==> config.mk <==
export PLATFORM = sky130hd
export DESIGN_NAME = lfsr16
export DESIGN_NICKNAME = d
export VERILOG_FILES = /design/src/rtl/comp_stim_checker_pkg.sv /design/src/rtl/comp_stim_checker_lfsr16.sv
export SDC_FILE = /design/constraint.sdc
export NUM_CORES = 1
export LEC_CHECK = 0
export ABC_AREA = 1
export CAP_MARGIN = 30
export CORE_MARGIN = 10
export CORE_UTILIZATION = 39
export DETAILED_ROUTE_END_ITERATION = 8
export PLACE_DENSITY = 0.77
export SLEW_MARGIN = 10
export SYNTH_ARGS = -nofsm -noshare
export SYNTH_HDL_FRONTEND = slang
export SYNTH_SLANG_ARGS = --single-unit
export TNS_END_PERCENT = 50
==> constraint.sdc <==
create_clock -name clk -period 1.6 [get_ports clk]
set_input_delay 0.48 -clock clk [delete_from_list [all_inputs] [get_ports clk]]
set_output_delay 0.48 -clock clk [all_outputs]
set_load 0.1 [all_outputs]
==> src/rtl/comp_stim_checker_pkg.sv <==
// Shared types and constants for the comparator stimulus checker.
// Holds the FSM encoding, LFSR tap mask, seed and LFSR helpers.
package comp_stim_checker_pkg;

  typedef enum logic [1:0] {
    IDLE  = 2'd0,
    WAIT  = 2'd1,
    CHECK = 2'd2,
    DONE  = 2'd3
  } state_e;

  // Galois taps for x^16+x^14+x^13+x^11+1 (right-shift form)
  localparam logic [15:0] LFSR_TAPS = 16'hB400;
  localparam logic [15:0] DEF_SEED  = 16'hACE1;

  // An all-zero state would lock the LFSR, so fall back to the default
  function automatic logic [15:0] eff_seed(
    input logic [15:0] s
  );
    return (s == 16'h0) ? DEF_SEED : s;
  endfunction

  function automatic logic [15:0] lfsr_next(
    input logic [15:0] s
  );
    logic [15:0] n;
    n = s >> 1;
    if (s[0]) n = n ^ LFSR_TAPS;
    return n;
  endfunction

endpackage

==> src/rtl/comp_stim_checker_lfsr16.sv <==
// 16-bit Galois LFSR pattern source.
// Reset or load restore the seed; step advances one position.
module lfsr16
  import comp_stim_checker_pkg::*;
(
  input  logic        clk,
  input  logic        rst,
  input  logic        load,
  input  logic [15:0] seed,
  input  logic        step,
  output logic [15:0] state
);

  logic [15:0] state_q;
  logic [15:0] state_d;

  // Next state: reload beats step, hold otherwise
  always_comb begin
    state_d = state_q;
    if (load) begin
      state_d = seed;
    end else if (step) begin
      state_d = lfsr_next(state_q);
    end
  end

  // State register with synchronous reset to the seed
  always_ff @(posedge clk) begin
    if (rst) begin
      state_q <= seed;
    end else begin
      state_q <= state_d;
    end
  end

  assign state = state_q;

endmodule

==> results of run 1 <==
==> metrics by stage <==
| step | setup WS [ns] | util |
|---|---|---|
| after floorplan | 0.0291 | - |
| after CTS | 0.0994 | 0.755 |
| after global routing | 0.0644 | 0.755 |
| after detailed placement | -0.143 | 0.740 |
| after global placement | -0.133 | 0.740 |
| final | 0.0979 | 0.755 |
==> final timing paths <==
path | startpoint | to | slack [ns]
max | state[0]$_DFFE_PP_ | state[0] | 0.1
min | state[7]$_DFFE_PP_ | state[6]$_DFFE_PP_ | 0.61
max reg2reg | state[0]$_DFFE_PP_ | state[13]$_DFFE_PP_ | 0.53
min reg2reg | state[7]$_DFFE_PP_ | state[6]$_DFFE_PP_ | 0.61
==> cells by family (layout without fill, tap and decap cells) <==
group | after synthesis | after routing | synth area share
DFF | 16 | 16 | 0.631
AOI/OAI and AO/OA | 1 | 1 | 0.00656
and+or+nand+nor | 54 | 54 | 0.284
buffers and inverters | 13 | 53 | 0.0788
==> layer usage <==
layer / wire (um) / part of all wire
met1: 736 / 0.35
met2: 1180 / 0.57
met3: 114 / 0.055
met4: 41 / 0.020
met5: 0 / 0
==> area by class of cell <==
type | count | area (sq um)
Timing Repair Buffer | 38 | 546
Sequential cell | 16 | 480
Fill cell | 118 | 437
Multi-Input combinational cell | 55 | 221
Inverter | 11 | 41.3
Tap cell | 25 | 31.3
Clock buffer | 3 | 22.5
Clock inverter | 1 | 3.75
==> layout by cell type, fill, tap and decap left out <==
master and instances:
sky130_fd_sc_hd__nand2_1 49, sky130_fd_sc_hd__clkinv_1 1, sky130_fd_sc_hd__edfxtp_1 16, sky130_fd_sc_hd__nand3_1 3
sky130_fd_sc_hd__clkdlybuf4s50_1 19, sky130_fd_sc_hd__buf_4 2, sky130_fd_sc_hd__clkbuf_4 3, sky130_fd_sc_hd__buf_12 17
sky130_fd_sc_hd__or2_1 1, sky130_fd_sc_hd__nor2_4 1, sky130_fd_sc_hd__o21ai_0 1, sky130_fd_sc_hd__inv_1 9
sky130_fd_sc_hd__inv_2 2
==> power groups by stage <==
| stage | registers [uW] | clock network, uW | logic, uW |
|---|---|---|---|
| 3_5_place_dp | 572 | 0 | 598 |
| 5_1_grt | 569 | 236 | 614 |
| 2_1_floorplan | 842 | 0 | 63.9 |
| 3_3_place_gp | 569 | 0 | 591 |
| 4_1_cts | 563 | 214 | 599 |
| 6_report | 563 | 206 | 594 |
==> flow_summary.toml, run 1 <==
[outcome]
outcome = "completed"

[cts]
cts_made_buffers = 3
cts_resized = 0
post-cts-setup-buffer-count = 0
max-clock-path-buffers = 2
insertion_delay_ns = 0.28
clkSlewWorstSetupHoldPaths_ns = 0.09
cts-htree-levels = 1
clock_tree.root_cell = "sky130_fd_sc_hd__clkbuf_4"
postCtsHoldBufs = 0
cts_num_sinks = 16
cts_tree = "built"

[power]
power_density_relative_to_cell_area_nw_per_um2 = 1010
share_seq_of_total_power = 0.413
power_leakage_uw = 0.000631
switching_share = 0.396
post-layout-total-power_uw = 1360
combinationalPowerShare = 0.436
p_sw_uw = 539
ir_drop_v = 0.000704
p_int_uw = 823
clock_power_share = 0.151

[timing]
final.min_clock_period_ns = 1.50
hold_slack_ns = 0.614
layout_skew_ns = 0.0105
worst_slew_pin_slew_ns = 0.266
totalNegativeSetupSlack_ns = 0
timing.final.setup_violations = 0
grt_setup_unrepaired = "no"
headroom_to_the_max_slew_limit = 0.823
maxSlewViolCount = 0
timing.final.hold_violations = 0
max_clock_freq_ghz = 0.666
min_period_over_period = 0.939

[synth]
ys_dominant_reg_cell = "sky130_fd_sc_hd__edfxtp_1"
syn_area_sq_um = 762
synth.yosys.seq_area_share = 0.631
netlist_top_cells_count = "sky130_fd_sc_hd__nand2_1 (49), sky130_fd_sc_hd__edfxtp_1 (16), sky130_fd_sc_hd__inv_1 (10), sky130_fd_sc_hd__nand3_1 (3)"
ys_top_cells_by_area = "sky130_fd_sc_hd__edfxtp_1 (63%), sky130_fd_sc_hd__nand2_1 (24%), sky130_fd_sc_hd__inv_1 (4.9%)"
synth.yosys.warnings = 0
synthArstFlopShare = 0
syn_nets = 104
synthCells = 84
ys_seq_elements = 16
synth_edf_count = 16
yosys.area.top_type = "sky130_fd_sc_hd__edfxtp_1"
post-synth-top-count-cell = "sky130_fd_sc_hd__nand2_1"
yosysTopAreaCellShare = 0.631
postSynthAreaPerCell_sq_um = 9.07
count_of_cell_types_in_the_netlist = 10

[setup_path]
path_depth = 1
cp_slowest_cell = "sky130_fd_sc_hd__edfxtp_1"
arrival_time_reported_for_the_critical_path_endpoint_ns = 1.02
critPathRequiredTime_ns = 1.12
critical_path_s_top_delay_family = "flip-flops"
crit_fanout = 5
slowest_delay_ns = 0.52
worst-path-buf-inv = 1
worst_r2r_path_depth = 5
critPathCaptureType = "primary output"
critical_path.cell_chain = "buf_12"
timing.critical_path.from_type = "register"
crit_type = "register to primary output"

[floorplan]
dieArea_sq_um = 4120
standard_cell_rows = 15
core-area_sq_um = 1780
io_pins = 36
chipWidth_um = 64.2
dieHeight_um = 64.2
start_util = 0.427

[placed_design]
globalplace.congestion = 0.689
placed_cells_incl_taps = 145
dp_hpwl_um = 1700
detailed_place.area_sq_um = 1320
place.port_buffers = 35

[grt]
wire_length_of_the_first_global_routing_pass_um = 3370
grt_antenna_before_repair = 0
grtUsageMet2 = 0.193
grt_use_met1 = 0.0994
grt_pass1_vias = 672
grt_max_degree = 18
grt.busiest_layer = "met2"
groute.layer.met3.usage = 0.0383
overflow = 0
grt.total_usage = 0.105

[min_path]
hold_depth = 2
timing.hold.worst.class = "register to register"

[final_layout]
design.final.nets = 145
drive_gt1_frac = 0.202
final_cell_area_sq_um = 1350
antenna-diode-count = 0
finish.cell_count_without_fillers = 149
syn_to_final_growth_pct = 76.7
largest_register_ffs = 16

[detailed_routing]
sum_of_routed_wire_length_over_all_layers_um = 2080
antenna_left = 0
drc_errors = 0
post_drt_via_cell_ratio = 4.44
post_drt_wl_per_cell_um = 13.9
first_pass_iters = 3
num_vias = 661
drt-initial-drc-count = 22

[flow_run]
drv_cap = 0
Power figures use the tool's default switching activity.
==> run 2, diff against run 1 <==
--- a/config.mk
+++ b/config.mk
@@ -7,11 +7,10 @@
 export LEC_CHECK = 0
 export ABC_AREA = 1
 export CAP_MARGIN = 30
-export CORE_MARGIN = 10
+export CORE_MARGIN = 8
 export CORE_UTILIZATION = 39
 export DETAILED_ROUTE_END_ITERATION = 8
 export PLACE_DENSITY = 0.77
-export SLEW_MARGIN = 10
 export SYNTH_ARGS = -nofsm -noshare
 export SYNTH_HDL_FRONTEND = slang
 export SYNTH_SLANG_ARGS = --single-unit
==> run 2 against run 1 <==
  * Worst setup slack better by 0.0096 ns
  * Clock skew down 0.0087 ns
  * Flip-flop and latch count unchanged
  * Sequential share of layout area down 0.13 points
  * Combinational power about the same
  * Clock power up 6%
  * Global-route usage up 1.3 points
  * Die area down 12%
  * Wire length down 4.9%
  * Critical endpoint unchanged
==> flow_summary.toml, run 2 (synthesis gave the netlist of run 1 again) <==
[flow_run]
drv_cap = 0

[final_layout]
most_frequent_standard_cell_in_the_layout_excluding_fill_and_tap_cells = "sky130_fd_sc_hd__nand2_1"
design.final.nets = 147
drive_gt1_frac = 0.214
largest_register_ffs = 16
fillCellCount = 138
antenna-diode-count = 0
multiInputGateArea_sq_um = 221
finish.utilization = 0.711
ff_latch_area_sq_um = 480
layout.cells.most_common_list = "sky130_fd_sc_hd__nand2_1 (49), sky130_fd_sc_hd__clkdlybuf4s50_1 (19), sky130_fd_sc_hd__buf_12 (16), sky130_fd_sc_hd__edfxtp_1 (16), sky130_fd_sc_hd__inv_1 (9)"
syn_to_final_growth_pct = 77.3

[setup_path]
r2r-start = "state[0]$_DFFE_PP_"
worst-path-buf-inv = 1
worst_r2r_path_depth = 5
timing.critical_path.from_type = "register"
critPathRequiredTime_ns = 1.12
crit_fanout = 5
endpoint_of_the_lowest_slack_register_to_register_path = "state[13]$_DFFE_PP_"
slowest_delay_ns = 0.51
r2r_setup_slack_ns = 0.53
crit_type = "register to primary output"
critical_path.cell_chain = "buf_12"
critical_path_s_top_delay_family = "flip-flops"
arrival_time_reported_for_the_critical_path_endpoint_ns = 1.01
critPathCaptureType = "primary output"
cp_slowest_cell = "sky130_fd_sc_hd__edfxtp_1"

[floorplan]
dieHeight_um = 60.2
core-area_sq_um = 1900
chipWidth_um = 60.2
io_pins = 36
start_util = 0.401
standard_cell_rows = 16
dieArea_sq_um = 3620

[min_path]
hold_depth = 2
holdPathEnd = "state[4]$_DFFE_PP_"
timing.hold.worst.class = "register to register"
timing.hold.worst.start = "state[5]$_DFFE_PP_"

[cts]
cts-htree-levels = 1
cts_num_sinks = 16
postCtsHoldBufs = 0
insertion_delay_ns = 0.29
cts_made_buffers = 3
clock_tree.root_cell = "sky130_fd_sc_hd__clkbuf_4"
max-clock-path-buffers = 2
clkSlewWorstSetupHoldPaths_ns = 0.09
cts_tree = "built"
cts_resized = 0
post-cts-setup-buffer-count = 0

[power]
power_density_relative_to_cell_area_nw_per_um2 = 1010
ir_drop_v = 0.000658
power_leakage_uw = 0.000633

[detailed_routing]
drt-initial-drc-count = 20
antenna_left = 0
num_vias = 675
drc_errors = 0
post_drt_via_cell_ratio = 4.41
post_drt_wl_per_cell_um = 12.9
sum_of_routed_wire_length_over_all_layers_um = 1980
first_pass_iters = 4

[timing]
layout_skew_ns = 0.00178
totalNegativeSetupSlack_ns = 0
max_clock_freq_ghz = 0.670
min_period_over_period = 0.933
final.setup.worst_slack_ns = 0.107
timing.final.hold_violations = 0
grt_setup_unrepaired = "no"
headroom_to_the_max_slew_limit = 0.837
hold_slack_ns = 0.623
maxSlewViolCount = 0
final.min_clock_period_ns = 1.49
worst_slew_pin_slew_ns = 0.244
timing.final.setup_violations = 0

[grt]
grt.total_usage = 0.118
grt_pass1_vias = 673
overflow = 0
wire_length_of_the_first_global_routing_pass_um = 3100
grt_max_degree = 16
grt_antenna_before_repair = 0

[outcome]
outcome = "completed"

[placed_design]
dp_hpwl_um = 1600
place.port_buffers = 35
globalplace.congestion = 0.715
place_worst_setup_slack_ns = -0.164
-- run 2: worst reg2reg max path: stages (launching register included) --
cell	delay (ns)
sky130_fd_sc_hd__edfxtp_1	0.49
sky130_fd_sc_hd__inv_2	0.09
sky130_fd_sc_hd__nand2_1	0.07
sky130_fd_sc_hd__nand3_1	0.08
sky130_fd_sc_hd__nand2_1	0.07
sky130_fd_sc_hd__inv_1	0.04
-- run 2: worst max path at each step --
stage	start	end	cells past startpoint
detailed placement	load	state[8]$_DFFE_PP_	5
floorplan	state[0]$_DFFE_PP_	state[10]$_DFFE_PP_	5
finish	state[0]$_DFFE_PP_	state[0]	1
CTS	state[0]$_DFFE_PP_	state[0]	1
global route	state[0]$_DFFE_PP_	state[0]	1
global placement	load	state[7]$_DFFE_PP_	5
-- run 2: metrics by stage --
| stage | instance area, sq um | std cells | power [uW] |
|---|---|---|---|
| 4_1_cts | 1350 | 153 | 1380 |
| 5_1_grt | 1350 | 153 | 1430 |
| 6_report | 1350 | 153 | 1370 |
| 3_5_place_dp | 1330 | 149 | 1170 |
| 3_3_place_gp | 1330 | 149 | 1160 |
| 2_1_floorplan | 762 | 84 | 906 |
-- run 2: area by class of cell --
type / count / area share
clock buffers: 3 / 0.0167
clock inverters: 1 / 0.00278
inverters: 11 / 0.0306
multi-input cells: 55 / 0.164
flip-flops and latches: 16 / 0.356
well taps: 27 / 0.0250
repair buffers: 40 / 0.406
-- run 2: power breakdown --
| part | total [uW] | leakage, uW | switching [uW] | internal [uW] |
|---|---|---|---|---|
| logic | 594 | 0.000450 | 373 | 220 |
| clock network | 218 | 0.0000154 | 127 | 90.8 |
| registers | 559 | 0.000168 | 46.5 | 513 |
| total | 1370 | 0.000633 | 547 | 824 |
-- run 2: metal layers --
metal  part of all wire  global-route usage  up-vias
met2               0.54               0.204       28
met4              0.022              0.0816        0
li1                   -                   -      346
met1               0.38               0.123      296
met5                  0                   0        -
met3              0.060              0.0258        5
==> run 3, diff against run 2 <==
--- a/config.mk
+++ b/config.mk
@@ -5,7 +5,8 @@
 export SDC_FILE = /design/constraint.sdc
 export NUM_CORES = 1
 export LEC_CHECK = 0
-export ABC_AREA = 1
+export ABC_AREA = 0
+export ABC_CLOCK_PERIOD_IN_PS = 1600
 export CAP_MARGIN = 30
 export CORE_MARGIN = 8
 export CORE_UTILIZATION = 39
==> run 3 against run 2 <==
  * Clock power fell by 6%
  * Final cell count down 32%
  * Clock skew decreased by 0.0015 ns
  * Total power up 2.3%
  * Sequential share of layout area grew 0.37 points
  * Die area up 0.13%
  * Flip-flop and latch count stayed put
  * Sequential power rose by 1%
  * First-iteration DRC count down 70%
  * Clock-buffer cell count is the same
  * Hold slack better by 0.039 ns
  * Largest cell class unchanged
  * Highest routed layer is now met3
==> flow_summary.toml, run 3 <==
[final_layout]
antenna-diode-count = 0
largest_register_ffs = 16
layout.cells.most_common_list = "sky130_fd_sc_hd__clkdlybuf4s50_1 (19), sky130_fd_sc_hd__buf_12 (17), sky130_fd_sc_hd__edfxtp_1 (16)"
multiInputGateArea_sq_um = 267
drive_gt1_frac = 0.494
most_frequent_standard_cell_in_the_layout_excluding_fill_and_tap_cells = "sky130_fd_sc_hd__clkdlybuf4s50_1"
syn_to_final_growth_pct = 75.2
fillCellCount = 122
ff_latch_area_sq_um = 480
design.final.nets = 98

[synth]
synthArstFlopShare = 0
synth_edf_count = 16
yosys.area.top_type = "sky130_fd_sc_hd__edfxtp_1"
postSynthAreaPerCell_sq_um = 20.1
netlist_top_cells_count = "sky130_fd_sc_hd__edfxtp_1 (16), sky130_fd_sc_hd__mux2_4 (10), sky130_fd_sc_hd__mux2_2 (6), sky130_fd_sc_hd__xor2_1 (3)"
synth_top_family_by_area = "multiplexers"
count_of_cell_types_in_the_netlist = 7
ys_seq_elements = 16
ys_dominant_reg_cell = "sky130_fd_sc_hd__edfxtp_1"
synth_xor_area_frac = 0.0344
synth_simple_gate_area_share = 0.0246
ys_top_cells_by_area = "sky130_fd_sc_hd__edfxtp_1 (63%), sky130_fd_sc_hd__mux2_4 (20%), sky130_fd_sc_hd__mux2_2 (8.9%)"
syn_nets = 58
synthCells = 38
synth.mux.area_fraction = 0.285
post-synth-top-count-cell = "sky130_fd_sc_hd__edfxtp_1"
compound_cell_area_share_of_the_yosys_netlist = 0
yosysTopAreaCellShare = 0.630
synth.yosys.seq_area_share = 0.630
syn_area_sq_um = 763
synth.yosys.warnings = 0
synth_adder_area_share = 0

[power]
share_seq_of_total_power = 0.404
combinationalPowerShare = 0.448
power_density_relative_to_cell_area_nw_per_um2 = 1050
switching_share = 0.384
p_sw_uw = 538
clock_power_share = 0.147
power_leakage_uw = 0.000531
post-layout-total-power_uw = 1400
p_int_uw = 865
ir_drop_v = 0.000574

[timing]
maxSlewViolCount = 0
grt_setup_unrepaired = "no"
max_clock_freq_ghz = 0.630
timing.final.setup_violations = 0
final.setup.worst_slack_ns = 0.0130
layout_skew_ns = 0.000289
final.min_clock_period_ns = 1.59
worst_slew_pin_slew_ns = 0.285
min_period_over_period = 0.992
headroom_to_the_max_slew_limit = 0.810
timing.final.hold_violations = 0

[detailed_routing]
post_drt_via_cell_ratio = 4.63
drc_errors = 0
drt-initial-drc-count = 6
first_pass_iters = 2
antenna_left = 0
num_vias = 482
post_drt_wl_per_cell_um = 16.5
sum_of_routed_wire_length_over_all_layers_um = 1720

[floorplan]
standard_cell_rows = 16
chipWidth_um = 60.2
start_util = 0.401
core-area_sq_um = 1900
io_pins = 36
dieHeight_um = 60.2
dieArea_sq_um = 3630

[cts]
insertion_delay_ns = 0.27
cts_made_buffers = 3
cts_num_sinks = 16
cts_tree = "built"
clock_tree.root_cell = "sky130_fd_sc_hd__clkbuf_4"
max-clock-path-buffers = 2
cts-htree-levels = 1
clkSlewWorstSetupHoldPaths_ns = 0.09

[setup_path]
r2r-start = "state[0]$_DFFE_PP_"
crit_type = "primary input to register"
endpoint_of_the_lowest_slack_register_to_register_path = "state[12]$_DFFE_PP_"
critPathRequiredTime_ns = 1.63
r2r_setup_slack_ns = 0.38
timing.critical_path.from_type = "primary input"
crit_fanout = 16
arrival_time_reported_for_the_critical_path_endpoint_ns = 1.62
worst_r2r_path_depth = 2
critPathCaptureType = "register"

[flow_run]
drv_cap = 0

[placed_design]
place_worst_setup_slack_ns = -0.363
place.port_buffers = 35
globalplace.congestion = 0.725

[min_path]
hold_depth = 1
timing.hold.worst.start = "state[10]$_DFFE_PP_"
holdPathEnd = "state[9]$_DFFE_PP_"
timing.hold.worst.class = "register to register"

[grt]
grt.total_usage = 0.100
grt_max_degree = 17
wire_length_of_the_first_global_routing_pass_um = 2640
grt_pass1_vias = 536
grt_antenna_before_repair = 0
overflow = 0

[outcome]
outcome = "completed"
run 3: cell count changes in the layout (fill, tap and decap cells not counted), sizes merged:
cell   before  now
buf        21   17
inv        11    0
mux2        0   16
nand2      49    0
nand3       3    0
o21ai       1    0
or2         1    0
or3         0    1
xor2        0    3
run 3: cell type report:
| class | instances | share of cell area |
|---|---|---|
| Multi-Input combinational cell | 21 | 0.199 |
| Clock inverter | 1 | 0.00281 |
| Timing Repair Buffer | 36 | 0.397 |
| Sequential cell | 16 | 0.359 |
| Clock buffer | 3 | 0.0168 |
| Tap cell | 27 | 0.0253 |
run 3: kinds of logic after synthesis:
group                     after synthesis
xor gates and xnor gates                3
muxes                                  16
and+or+nand+nor                         2
buffers and inverters                   1
DFF                                    16
run 3: power groups by stage:
stage               Clock [uW]  Sequential (uW)  Combinational [uW]
floorplan                    0              862                82.3
global placement             0              575                 627
detailed placement           0              578                 630
CTS                        214              568                 633
global route               235              573                 646
finish                     206              567                 629
run 3: timing repair:
| action | 4_1_cts | 5_1_grt |
|---|---|---|
| resized for setup | 1 | 0 |
| hold buffers | 0 | 0 |
| buffers inserted | 0 | 0 |
| endpoints found under the setup margin | 16 | 0 |
run 3: worst max-delay path by stage:
stage	slack [ns]	depth (start not counted)	to	start
2_1_floorplan	-0.07	2	state[10]$_DFFE_PP_	state[0]$_DFFE_PP_
3_3_place_gp	-0.34	2	state[11]$_DFFE_PP_	load
3_5_place_dp	-0.36	2	state[8]$_DFFE_PP_	load
4_1_cts	0.03	4	state[3]$_DFFE_PP_	load
5_1_grt	0.03	4	state[14]$_DFFE_PP_	rst
6_report	0.01	4	state[14]$_DFFE_PP_	load
run 3: metal layers:
| layer | track usage | part of all wire | vias to the layer above |
|---|---|---|---|
| met2 | 0.166 | 0.53 | 22 |
| li1 | - | - | 226 |
| met1 | 0.111 | 0.39 | 234 |
| met5 | 0 | 0 | - |
| met4 | 0.0510 | 0 | 0 |
| met3 | 0.0323 | 0.086 | 0 |
run 3: critical path: stages:
cell                              delay (ns)
sky130_fd_sc_hd__clkdlybuf4s50_1        0.47
sky130_fd_sc_hd__nor2_4                 0.15
sky130_fd_sc_hd__buf_12                 0.17
sky130_fd_sc_hd__mux2_2                 0.34
run 3: stage by stage:
step / std cells / area, sq um / hold slack [ns] / util / setup TNS, ns
floorplan: 38 / 763 / 0.698 / - / -0.213
global placement: 100 / 1310 / 0.637 / 0.688 / -9.07
detailed placement: 100 / 1310 / 0.645 / 0.688 / -9.67
CTS: 104 / 1340 / 0.667 / 0.703 / 0
global route: 104 / 1340 / 0.686 / 0.703 / 0
finish: 104 / 1340 / 0.663 / 0.703 / 0
==> RTL edit 1: new RTL, config.mk and constraints of run 1 <==
Register the inputs `load`, `seed` and `step` before use, without a reset. The logic sees them one clock later.
--- a/src/rtl/comp_stim_checker_lfsr16.sv
+++ b/src/rtl/comp_stim_checker_lfsr16.sv
@@ -11,15 +11,25 @@
   output logic [15:0] state
 );
 
+  logic load_q;
+  logic [15:0] seed_q;
+  logic step_q;
+
+  always_ff @(posedge clk) begin
+    load_q <= load;
+    seed_q <= seed;
+    step_q <= step;
+  end
+
   logic [15:0] state_q;
   logic [15:0] state_d;
 
   // Next state: reload beats step, hold otherwise
   always_comb begin
     state_d = state_q;
-    if (load) begin
-      state_d = seed;
-    end else if (step) begin
+    if (load_q) begin
+      state_d = seed_q;
+    end else if (step_q) begin
       state_d = lfsr_next(state_q);
     end
   end
@@ -27,7 +37,7 @@
   // State register with synchronous reset to the seed
   always_ff @(posedge clk) begin
     if (rst) begin
-      state_q <= seed;
+      state_q <= seed_q;
     end else begin
       state_q <= state_d;
     end
Formal check against the unedited RTL: not equivalent (a bounded check fails within 4 cycles, from zero or initial values).
==> RTL edit 1 against run 1 <==
Area after synthesis grew 47%. Combinational power grew 1%. Power up 52%. Routed wire length up 19%. Critical path depth unchanged. Sequential cell count increased by 18. Die area is 32% higher. Cell area up 30%. Register-to-register slack got worse by 0.08 ns. Setup slack improved by 0.0092 ns. Worst hold slack lost 0.11 ns. Non-clock buffer count is 2 higher. Final cell count increased by 20%. Sequential share of layout area increased by 12 points. Largest power group is now registers.
==> RTL edit 1: results (changes against run 1) <==
Starting DRT DRC Count 38 (+73%); met3 Usage GRT 4.71% (+0.88 points); crit path max fanout 3 (-2); VDD IR max 0.897 mV (+27%); reg-to-reg startpoint load_q; CP max stage delay 0.48 ns (-0.04 ns); Synth cell types 11 (+1); worst skew pair latency 0.33 ns (+0.05 ns); R2R depth 4 (-1); met2 wire len 1250 um (+5.8%); minimum hold slack 0.508 ns (-0.106 ns); DR WL/cell 13.8 um (-1.3%); met1 usage 10.4% (+0.50 points); vias per cell 4.38 (-1.3%); status finished clean; vias in the first global route 854 (+27%); reg-to-reg slack, setup 0.45 ns (-0.08 ns); ys flop type dfxtp_1; largest net degree at the start of global routing 17 (-1); 1st-pass router iterations 4 (+1); Met1 Routed Length 1000 um (+36%); Total Nets Final 167 (+15%); GR Layer Usage met2 16.8% (-2.5 points); WHS Endpoint state[2]; syn_nets 122 (+17%)
RTL edit 1: cell types whose count changed after synthesis, sizes merged:
| cell | before | now |
|---|---|---|
| dfxtp | 0 | 18 |
RTL edit 1: logic make-up (layout without fill, tap and decap cells):
kind of cell,after synthesis,in the layout,share of synthesized area [%]
buffers and inverters,13,59,5.35
AOI/OAI and AO/OA,1,1,0.446
DFF,34,34,74.9
and+or+nand+nor,54,54,19.3
RTL edit 1: cell type report:
class,instances,area share (%)
inverter,11,2.36
timing repair buffer,40,32.0
multi-input combinational,55,12.6
sequential,34,48.0
clock inverter,2,0.500
clock buffer,6,2.36
tap,31,2.21
RTL edit 1: through the flow:
step	setup WS (ns)	instances	instance area (sq um)	setup TNS (ns)	util [%]
after floorplan	0.0291	102	1120	0	-
after global placement	-0.117	170	1700	-2.08	61.5
after detailed placement	-0.139	170	1700	-2.66	61.5
after CTS	0.0262	178	1750	0	63.3
after global routing	0.0577	179	1750	0	63.6
final	0.107	179	1750	0	63.6
RTL edit 1: how the worst max path moves through the flow:
| stage | cells past startpoint | to | start |
|---|---|---|---|
| after floorplan | 5 | state[10] | state[0] |
| after global placement | 5 | state[5] | rst |
| after detailed placement | 5 | state[0] | rst |
| after CTS | 1 | state[0] | state[0] |
| after global routing | 1 | state[13] | state[13] |
| final | 1 | state[13] | state[13] |
RTL edit 1: what timing repair did:
item,4_1_cts,5_1_grt
setup buffers,0,1
hold buffers,0,0
endpoints found under the hold margin,0,0
setup endpoints to repair,0,1
RTL edit 1: where the power goes:
part / internal [mW] / total, mW / leakage, nW / switching [mW]
clock network: 0.165 / 0.428 / 0.0297 / 0.263
logic: 0.224 / 0.600 / 0.456 / 0.376
registers: 0.985 / 1.04 / 0.320 / 0.0564
total: 1.37 / 2.07 / 0.806 / 0.695
==> RTL edit 2: new RTL, config.mk and constraints of run 1 <==
Made on the original files. Register the output `state` once more, without a reset; this adds one clock of latency there.
--- a/src/rtl/comp_stim_checker_lfsr16.sv
+++ b/src/rtl/comp_stim_checker_lfsr16.sv
@@ -33,7 +33,9 @@
     end
   end
 
-  assign state = state_q;
+  always_ff @(posedge clk) begin
+    state <= state_q;
+  end
 
 endmodule
 
Behaviour: not the same (Yosys sat finds a counterexample within 4 cycles, from zero or initial values).
==> RTL edit 2 against run 1 <==
Area after synthesis is 42% higher. Power is 61% higher. Sequential cell count is 16 higher. Combinational power is 0.7% lower. Sequential share of layout area is 11 points higher. Setup slack better by 0.12 ns. Routed wire length is 8.8% higher. Non-clock buffer count is 1 higher. Cell area is 28% higher. Critical path type is now in2reg.
==> RTL edit 2: results (changes against run 1) <==
reg-to-reg startpoint state_q[0]; antenna violations before repair 0 (unchanged); final setup skew 0.00496 ns (-0.00550 ns); GRT Overall Usage 9.09% (-1.4 points); syn_nets 120 (+15%); H-tree levels 2 (+1); Critical-path top delay cell clkdlybuf4s50_1; crit path to state_q[12]; post-place setup slack -0.133 ns (+0.0103 ns); Post-synth top cells nand2_1, dfxtp_1, edfxtp_1; share of layout cells above drive strength 1 20.0% (-0.16 points); metal3 WL 189 um (+66%); Synth Area in Compound Gates 0.462% (-0.19 points); 1st-pass router iterations 4 (+1); Synth cell types 11 (+1); Final ANT Viol Nets 0 (unchanged); reg-to-reg slack, setup 0.55 ns (+0.02 ns); f_max 0.721 GHz (+8.3%); mux share of post-synthesis cell area 0% (unchanged); main area contributors after synthesis edfxtp_1, dfxtp_1, nand2_1; VDD IR max 0.770 mV (+9.5%); vias per cell 4.47 (+0.67%); met2 wire len 1170 um (-1.1%); register area share after synthesis 74.0% (+11 points); crit path max fanout 8 (+3); WHS Endpoint state[9]; DR WL/cell 12.8 um (-7.9%); vias in the first global route 835 (+24%); Total Nets Final 164 (+13%); Met1 Routed Length 832 um (+13%); Starting DRT DRC Count 34 (+55%); fill cell count 229 (+94%); met1 usage 8.47% (-1.5 points); Num CTS Buffers 5 (+2); met3 Usage GRT 4.08% (+0.25 points); FF-to-FF End state_q[10]; Hold Path Depth 0 (-2); leakage power 0.792 nW (+26%); crit path from load; Largest delay share family, worst path buffers and inverters; worst skew pair latency 0.33 ns (+0.05 ns); CP max stage delay 0.44 ns (-0.08 ns); crit path DAT 1.48 ns (+0.46 ns); Slew HR 85.5% (+3.3 points); first-pass GRT wire length 3700 um (+9.6%); GR Layer Usage met2 15.5% (-3.8 points); global placement routability congestion 0.713 (+3.5%); hpwl dp 1700 um (about the same); status finished clean
==> RTL edit 2: cell count changes in the layout (fill, tap and decap cells not counted) <==
cell | before | now
dfxtp_1 | 0 | 16
clkinv_1 | 1 | 0
clkinv_2 | 0 | 1
clkbuf_1 | 0 | 1
clkbuf_4 | 3 | 5
inv_1 | 9 | 10
buf_12 | 17 | 16
bufinv_16 | 0 | 1
buf_4 | 2 | 4
inv_2 | 2 | 1
==> RTL edit 2: area by class of cell <==
type / count / area [sq um] / area share [%]
flip-flops and latches: 32 / 801 / 46.6
repair buffers: 39 / 541 / 31.4
clock buffers: 6 / 41.3 / 2.40
clock inverters: 2 / 35.0 / 2.04
well taps: 31 / 38.8 / 2.26
inverters: 11 / 41.3 / 2.40
multi-input cells: 55 / 221 / 12.9
==> RTL edit 2: where the power goes <==
group,switching (mW),internal [mW],total [mW]
sequential,0.0594,0.951,1.01
combinational,0.370,0.220,0.590
clock,0.261,0.327,0.588
==> RTL edit 2: per-stage QoR <==
step           util, %  hold slack, ns  power (mW)  instance area, sq um  instances
6_report          63.4           0.388        2.19                  1720        176
5_1_grt           63.4           0.396        2.27                  1720        176
4_1_cts           63.4           0.384        2.22                  1720        176
3_5_place_dp      60.6           0.359        1.62                  1640        168
3_3_place_gp      60.6           0.353        1.62                  1640        168
2_1_floorplan        -           0.348        1.35                  1080        100
==> RTL edit 2: cells by family (layout without fill, tap and decap cells) <==
| kind of cell | Yosys count | after routing |
|---|---|---|
| flops | 32 | 32 |
| buf+inv | 13 | 58 |
| compound gates | 1 | 1 |
| simple gates | 54 | 54 |
==> RTL edit 2: worst reg2reg max path, cell delays in order (launching register included) <==
cell,delay (ns)
edfxtp_1,0.47
inv_1,0.11
nand2_1,0.07
nand3_1,0.07
nand2_1,0.06
inv_1,0.04
